===== src/rtl/i8mac_seq.sv =====
// Job sequencer for an NCH-lane int8 MAC array: clear, accumulate LEN operands, drain, collect.
// Optional build macro SEQ_PERF_EN adds a 32-bit stall counter output (stall_cnt_o).
module i8mac_seq #(
    parameter int unsigned NCH = 8,
    parameter int unsigned AW  = 20,
    parameter int unsigned LW  = 16
) (
    input  logic             clk_i,
    input  logic             reset_i,
    input  logic             start_i,
    input  logic [LW-1:0]    len_i,
    input  logic [LW-1:0]    npix_i,
    input  logic [AW-1:0]    in_base_i,
    input  logic [AW-1:0]    in_stride_i,
    output logic [AW-1:0]    in_addr_o,
    output logic [AW-1:0]    fil_addr_o,
    input  logic             mem_rdy_i,
    output logic             mac_xreset_o,
    output logic [NCH-1:0]   mac_rdy_o,
    output logic [NCH-1:0]   mac_aen_o,
    output logic [NCH-1:0]   mac_acl_o,
    output logic [NCH-1:0]   mac_ivalid_o,
    input  logic [NCH-1:0]   mac_acvalid_i,
    input  logic [NCH*8-1:0] mac_accd_i,
    output logic [NCH*8-1:0] out_data_o,
    output logic             out_valid_o,
    input  logic             out_ready_i,
    output logic             busy_o,
    output logic             done_o
`ifdef SEQ_PERF_EN
    ,
    output logic [31:0]      stall_cnt_o
`endif
);

    typedef enum logic [2:0] {
        StIdle, StClear, StAcc, StD1, StD2, StD3, StD4, StCollect
    } state_e;

    state_e             state_q, state_d;
    logic [LW-1:0]      len_q, len_d;
    logic [LW-1:0]      npix_q, npix_d;
    logic [LW-1:0]      k_q, k_d;
    logic [LW-1:0]      pix_q, pix_d;
    logic [AW-1:0]      stride_q, stride_d;
    logic [AW-1:0]      pix_base_q, pix_base_d;
    logic [AW-1:0]      in_addr_q, in_addr_d;
    logic [AW-1:0]      fil_addr_q, fil_addr_d;
    logic [NCH*8-1:0]   out_data_q, out_data_d;
    logic               out_valid_q, out_valid_d;
    logic               done_q, done_d;
    logic               last_k, last_pix, job_ok;
    logic               rdy, aen, acl, ivalid;

    assign last_k   = (k_q == len_q - LW'(1));
    assign last_pix = (pix_q == npix_q - LW'(1));
    assign job_ok   = (len_i != '0) && (npix_i != '0);

    always_ff @(posedge clk_i) begin
        if (reset_i) begin
            state_q <= StIdle;
        end else begin
            state_q <= state_d;
        end
    end

    always_comb begin
        state_d = state_q;
        unique case (state_q)
            StIdle:    if (start_i && job_ok) state_d = StClear;
            StClear:   state_d = StAcc;
            StAcc:     if (mem_rdy_i && last_k) state_d = StD1;
            StD1:      state_d = StD2;
            StD2:      state_d = StD3;
            // Hold the lane pipeline until the previous result has been taken
            StD3:      if (!out_valid_q) state_d = StD4;
            StD4:      state_d = StCollect;
            StCollect: state_d = last_pix ? StIdle : StAcc;
            default:   state_d = StIdle;
        endcase
    end

    always_comb begin
        rdy    = 1'b0;
        aen    = 1'b0;
        acl    = 1'b0;
        ivalid = 1'b0;
        unique case (state_q)
            StClear: begin
                rdy = 1'b1;
                acl = 1'b1;
            end
            StAcc: begin
                aen    = 1'b1;
                rdy    = mem_rdy_i;
                ivalid = mem_rdy_i;
            end
            StD1, StD2: rdy = 1'b1;
            StD3:       rdy = !out_valid_q;
            StD4: begin
                rdy = 1'b1;
                acl = 1'b1;
            end
            default: ;
        endcase
    end

    assign mac_rdy_o    = {NCH{rdy}};
    assign mac_aen_o    = {NCH{aen}};
    assign mac_acl_o    = {NCH{acl}};
    assign mac_ivalid_o = {NCH{ivalid}};
    assign mac_xreset_o = !reset_i;
    assign busy_o       = (state_q != StIdle);

    always_comb begin
        len_d       = len_q;
        npix_d      = npix_q;
        stride_d    = stride_q;
        pix_base_d  = pix_base_q;
        k_d         = k_q;
        pix_d       = pix_q;
        out_data_d  = out_data_q;
        out_valid_d = out_valid_q;
        done_d      = 1'b0;
        if (out_valid_q && out_ready_i) out_valid_d = 1'b0;
        unique case (state_q)
            StIdle: begin
                if (start_i) begin
                    len_d      = len_i;
                    npix_d     = npix_i;
                    stride_d   = in_stride_i;
                    pix_base_d = in_base_i;
                    k_d        = '0;
                    pix_d      = '0;
                    done_d     = !job_ok;
                end
            end
            StAcc: begin
                if (mem_rdy_i) k_d = last_k ? '0 : k_q + LW'(1);
            end
            StCollect: begin
                out_data_d  = mac_accd_i;
                out_valid_d = 1'b1;
                if (last_pix) begin
                    done_d = 1'b1;
                end else begin
                    pix_d      = pix_q + LW'(1);
                    pix_base_d = pix_base_q + stride_q;
                end
            end
            default: ;
        endcase
        in_addr_d  = pix_base_d + AW'(k_d);
        fil_addr_d = AW'(k_d);
    end

    always_ff @(posedge clk_i) begin
        if (reset_i) begin
            len_q       <= '0;
            npix_q      <= '0;
            stride_q    <= '0;
            pix_base_q  <= '0;
            k_q         <= '0;
            pix_q       <= '0;
            in_addr_q   <= '0;
            fil_addr_q  <= '0;
            out_data_q  <= '0;
            out_valid_q <= 1'b0;
            done_q      <= 1'b0;
        end else begin
            len_q       <= len_d;
            npix_q      <= npix_d;
            stride_q    <= stride_d;
            pix_base_q  <= pix_base_d;
            k_q         <= k_d;
            pix_q       <= pix_d;
            in_addr_q   <= in_addr_d;
            fil_addr_q  <= fil_addr_d;
            out_data_q  <= out_data_d;
            out_valid_q <= out_valid_d;
            done_q      <= done_d;
        end
    end

    assign in_addr_o   = in_addr_q;
    assign fil_addr_o  = fil_addr_q;
    assign out_data_o  = out_data_q;
    assign out_valid_o = out_valid_q;
    assign done_o      = done_q;

`ifdef SEQ_PERF_EN
    logic [31:0] stall_cnt_q, stall_cnt_d;

    always_comb begin
        stall_cnt_d = stall_cnt_q;
        if (state_q == StIdle && start_i) begin
            stall_cnt_d = '0;
        end else if (((state_q == StAcc && !mem_rdy_i) || (state_q == StD3 && out_valid_q))
                     && (stall_cnt_q != 32'hFFFF_FFFF)) begin
            stall_cnt_d = stall_cnt_q + 32'd1;
        end
    end

    always_ff @(posedge clk_i) begin
        if (reset_i) begin
            stall_cnt_q <= '0;
        end else begin
            stall_cnt_q <= stall_cnt_d;
        end
    end

    assign stall_cnt_o = stall_cnt_q;
`endif

    // Every lane must present its result in the collect cycle
    acvalid_in_collect: assert property (@(posedge clk_i) disable iff (reset_i)
        (state_q == StCollect) |-> (&mac_acvalid_i));

endmodule

===== config.mk =====
export PLATFORM = sky130hd
export DESIGN_NAME = i8mac_seq
export DESIGN_NICKNAME = d
export VERILOG_FILES = /design/src/rtl/i8mac_seq.sv
export SDC_FILE = /design/constraint.sdc
export NUM_CORES = 1
export LEC_CHECK = 0
export ABC_AREA = 1
export CELL_PAD_IN_SITES_DETAIL_PLACEMENT = 2
export CELL_PAD_IN_SITES_GLOBAL_PLACEMENT = 2
export CORE_ASPECT_RATIO = 1.5
export CORE_MARGIN = 3
export CORE_UTILIZATION = 29
export CTS_CLUSTER_DIAMETER = 30
export DETAILED_ROUTE_END_ITERATION = 6
export GPL_TIMING_DRIVEN = 1
export PLACE_DENSITY_LB_ADDON = 0.15
export SYNTH_ARGS = -nofsm -noshare
export SYNTH_HDL_FRONTEND = slang
export SYNTH_SLANG_ARGS = --single-unit

===== constraint.sdc =====
create_clock -name clk_i -period 11.6 [get_ports clk_i]
set_input_delay 2.32 -clock clk_i [delete_from_list [all_inputs] [get_ports clk_i]]
set_output_delay 2.32 -clock clk_i [all_outputs]
set_load 0.01 [all_outputs]

### Yosys cells after proc, flatten, opt, wreduce, memory -nomap -nowiden

Cells that the tools add are included.

| storage, ports and cells | value |
|---|---|
| register bits | 197 |
| input port bits | 149 |
| output and inout bits | 140 |
| word-level logic and storage cells | 74 |

| cells by class | value |
|---|---|
| equal/unequal tests | 14 |
| reductions and logical operators | 18 |
| muxes and demuxes | 24 |
| add/sub/neg operators | 6 |

Operator list:

| kind | number |
|---|---|
| 16-bit 2-to-1 mux | 5 |
| 16-bit case mux with 2 select lines | 2 |
| 20-bit 2-to-1 mux | 2 |
| 20-bit case mux with 2 select lines | 1 |
| 16-bit by 1-bit adder with 16-bit output (second input constant) | 2 |
| 16-bit equality test | 2 |
| 16-bit nonzero test | 2 |
| 16-bit by 1-bit subtractor with 16-bit output (second input constant) | 2 |
| 3-bit case mux with 8 select lines | 1 |
| 20-bit by 16-bit adder with 20-bit output | 1 |
| 20-bit adder | 1 |
| 3-bit equality test (second input constant) | 4 |
| 2-bit inequality test (second input constant) | 5 |
| 3-bit 2-to-1 mux | 3 |
| 1-bit 2-to-1 mux | 7 |
| 3-bit by 2-bit equality test with 1-bit output (second input constant) | 2 |
| 3-bit AND reduction | 2 |
| 1-bit logical AND | 4 |
| 2-bit nonzero test | 2 |
| 4-bit OR reduction | 1 |
| 3-bit by 1-bit equality test with 1-bit output (second input constant) | 1 |
| 1-bit logical NOT | 3 |
| 3-bit logical NOT | 1 |
| 1-bit case mux with 3 select lines | 1 |
| 5 further kinds | 5 |

### Longest topological paths before layout

| logic depth | value |
|---|---|
| depth in word-level cells | 6 |
| mapped depth | 33 |
| mapped depth without buffers | 32 |

### Worst setup path before layout

OpenSTA, ideal clock, no wires.

| timing | value |
|---|---|
| kind | input port to output port |
| start point | input port mem_rdy_i |
| end point | output port mac_rdy_o[0] |
| cell stages on the path | 4 |
| path buffers | 2 |
| arrival time | 3.381 ns |
| required time | 9.280 ns |
| setup slack | 5.899 ns |
| cell sequence | clkbuf_1 inv_1 o21ai_0 buf_4 |

| between the ends | value |
|---|---|
| longest elaborated chain between the ends | 1 |

Ends and longest elaborated chain:

| item | RTL line | source |
|---|---|---|
| start, declared | 17 | `input logic mem_rdy_i,` |
| 1-bit case mux with 3 select lines | 88 | `unique case (state_q)` |
| end, declared | 19 | `output logic [NCH-1:0] mac_rdy_o,` |

Every way passes these cells.

### Final worst setup path

| timing | value |
|---|---|
| start point | input port reset_i |
| end point | output port mac_xreset_o |

| between the ends | value |
|---|---|
| longest elaborated chain between the ends | 1 |

Ends and longest elaborated chain:

| item | RTL line | source |
|---|---|---|
| start, declared | 9 | `input logic reset_i,` |
| 1-bit logical NOT | 112 | `assign mac_xreset_o = !reset_i;` |
| end, declared | 18 | `output logic mac_xreset_o,` |

Every way passes these cells.

==> metrics.yaml <==
slew_violations: 0
synth_compound_area_share_pct: 16.9
hold_path.startpoint: "len_q[1]"
ant_nets: 0
clk_path_buf_depth: 2
crit_type: "primary input to primary output"
cp-start-kind: "primary input"
diodes: 0
synth_cell_types: 53
port_buffers: 276
min_to: "len_q[1]"
final_hold_viol_count: 0
synth-adder-area-share_pct: 4.95
grt_pass1_vias: 13107
syn_area_per_cell_um2: 6.86
cts_tree: "built"
start_util_pct: 29.6
maxCapViolations: 0
drc: 0
synth-xor-area-share_pct: 4.85
comb_power_share_pct: 49.2
ys_seq_area_share_pct: 34.6
fin_skew_ns: 0.0124
ios: 289
vias: 11781
cellPowerDensity_mw_per_mm2: 202
wire_per_inst_um: 19.4
drive_gt1_share_pct: 5.34
htreeDepth: 4
yosys_warnings: 0
clkPwrFrac_pct: 20.9
reg2reg_from: "npix_q[0]"
synth_edf_count: 0
globalplace.congestion: 0.869
ys_ff_latch: 193
p_leak_uw: 0.00627
via_per_inst: 5.03
r2r_cells: 32
endpoint_kind: "primary output"
ctsResizeCount: 0
critPathRequiredTime_ns: 9.28
rsz0062_at_grt: "no"
timing.fmax_mhz: 147
vdd_ir_drop_max_mv: 0.0996
postCtsSetupBuffers: 0
core_area_mm2: 0.0378
clock_sinks: 193
fillers: 4473
row_count: 87
clkTransAtPathRegs_ns: 0.08
synth_mux_area_share_pct: 0
place_hpwl_um: 35200
drt_iter0_markers: 421
fp.dieW_um: 166
min_path_cells: 2
p_sw_uw: 1350
globalRouteOverflowTotal: 0
min_path_type: "flip-flop to flip-flop"
setup_viol: 0
cts_made_buffers: 17
synthArstFlopShare_pct: 0
cts_hold_buf: 0
synth_top_family_by_area: "simple AND/OR/NAND/NOR gates"
drt_wl_total_um: 45500
layout_commonest_cell: "nor2_1"
antenna_found_initial: 2
nNetsFinal: 2033
rrSetupSlack_ns: 6.43
yosysTopAreaCell: "dfxtp_1"
p_int_uw: 1610
worst_pin_slew_ns: 0.979
synth-main-ff-cell: "dfxtp_1"
placed_cells: 2311
finalNonFillerCells: 2343
clock_latency_ns: 0.47
synthSimpleGateAreaFrac_pct: 29.0
die_y_um: 246
synth_area_mm2: 0.0112
arrival_ns: 4.49
hold_slack_ns: 0.504
area_delta_synth_final_pct: 31.8
swShare_pct: 45.6
yosysTopAreaCellShare_pct: 34.6
grtUsageTotal_pct: 22.1
finalCritPeriodShare_pct: 58.7
layout_common_cells: "298 x nor2_1, 275 x clkdlybuf4s50_1, 245 x nand2_1"
synth_area_leaders: "dfxtp_1 35%, nor2_1 10%, nand2_1 8.2%"
fin_crit_ns: 6.81
r2r_end: "in_addr_o[12]"
critPathMaxFanout: 54
syn-instance-count: 1629
p_seq_share_pct: 29.9
grt_max_degree: 85
first_pass_iters: 4
fin_setup_tns_ns: 0
grt_pass1_wl_um: 71800
fin_util_pct: 39.0
status: "completed"
die-area_mm2: 0.0409
clockRootBuffer: "clkbuf_16"
slew_headroom_pct: 34.1
## Yosys cell counts, types with 3 or more instances
| master | instances |
|---|---|
| clkbuf_1 | 52 |
| dfxtp_1 | 193 |
| a211oi_1 | 3 |
| xnor2_1 | 20 |
| ha_1 | 41 |
| nand4_1 | 35 |
| nor3_1 | 27 |
| o2111ai_1 | 5 |
| a21oi_1 | 125 |
| o21a_1 | 4 |
| nand2_4 | 4 |
| buf_2 | 3 |
| nor4_1 | 12 |
| nand2_1 | 245 |
| nor2_8 | 3 |
| a22oi_1 | 4 |
| nor2_4 | 3 |
| nand3b_1 | 7 |
| buf_4 | 36 |
| clkinv_1 | 3 |
| nor2_2 | 9 |
| nand3_1 | 65 |
| a221oi_1 | 8 |
| o21bai_1 | 6 |
| xor2_1 | 40 |
| or2_2 | 6 |
| nand2_2 | 12 |
| nand3_2 | 3 |
| inv_2 | 8 |
| o21ai_0 | 173 |
| a31oi_1 | 5 |
| a22o_1 | 5 |
| inv_1 | 141 |
| nor2_1 | 299 |
## area by class of cell
type	count	area [um2]	area share, %
multi-input cells	1191	6250	42.4
flip-flops and latches	193	3860	26.2
well taps	489	612	4.16
clock buffers	17	425	2.89
clock inverters	15	170	1.16
inverters	153	578	3.93
repair buffers	285	2830	19.2
## stage by stage
stage,total power [uW],setup slack [ns],cell area [um2]
2_1_floorplan,1850,5.90,11200
3_3_place_gp,2330,4.79,14100
3_5_place_dp,2380,4.78,14100
4_1_cts,3020,4.76,14700
5_1_grt,3210,4.63,14700
6_report,2970,4.79,14700
## logic make-up after synthesis
| group | after synthesis |
|---|---|
| buffers and inverters | 248 |
| other | 1 |
| DFF | 193 |
| xor gates and xnor gates | 61 |
| AOI/OAI and AO/OA | 348 |
| adders and majority gates | 43 |
| and+or+nand+nor | 735 |
## state kept, by name, indices dropped and copies added (netlist names)
register,cells
fil_addr_o,16
out_valid_o,1
pix_base_q,20
npix_q,16
len_q,16
pix_q,16
done_o,1
in_addr_o,20
stride_q,20
state_q,3
out_data_o,64
## worst max-delay path by stage
stage | end | from
floorplan | mac_rdy_o[0] | mem_rdy_i
global placement | mac_xreset_o | reset_i
detailed placement | mac_xreset_o | reset_i
CTS | mac_xreset_o | reset_i
global route | mac_rdy_o[3] | mem_rdy_i
finish | mac_xreset_o | reset_i
## routing by layer
| metal | part of all wire (%) | vias to the layer above | global-route usage, % |
|---|---|---|---|
| li1 | - | 5746 | - |
| met1 | 37 | 5701 | 21.9 |
| met2 | 53 | 256 | 42.4 |
| met3 | 5.5 | 74 | 6.08 |
| met4 | 4.4 | 4 | 10.5 |
| met5 | 0.068 | - | 0 |
## worst max-delay path: stages
cell and delay, ns:
buf_2 0.07, buf_4 0.52, clkinv_2 0.83, clkdlybuf4s50_1 0.71
## power by group through the flow
stage	clock network (uW)	registers [uW]	logic [uW]
floorplan	0	876	978
global placement	0	903	1430
detailed placement	0	904	1480
CTS	637	892	1490
global route	663	908	1630
finish	619	889	1460
(Power assumes the default switching activity.)
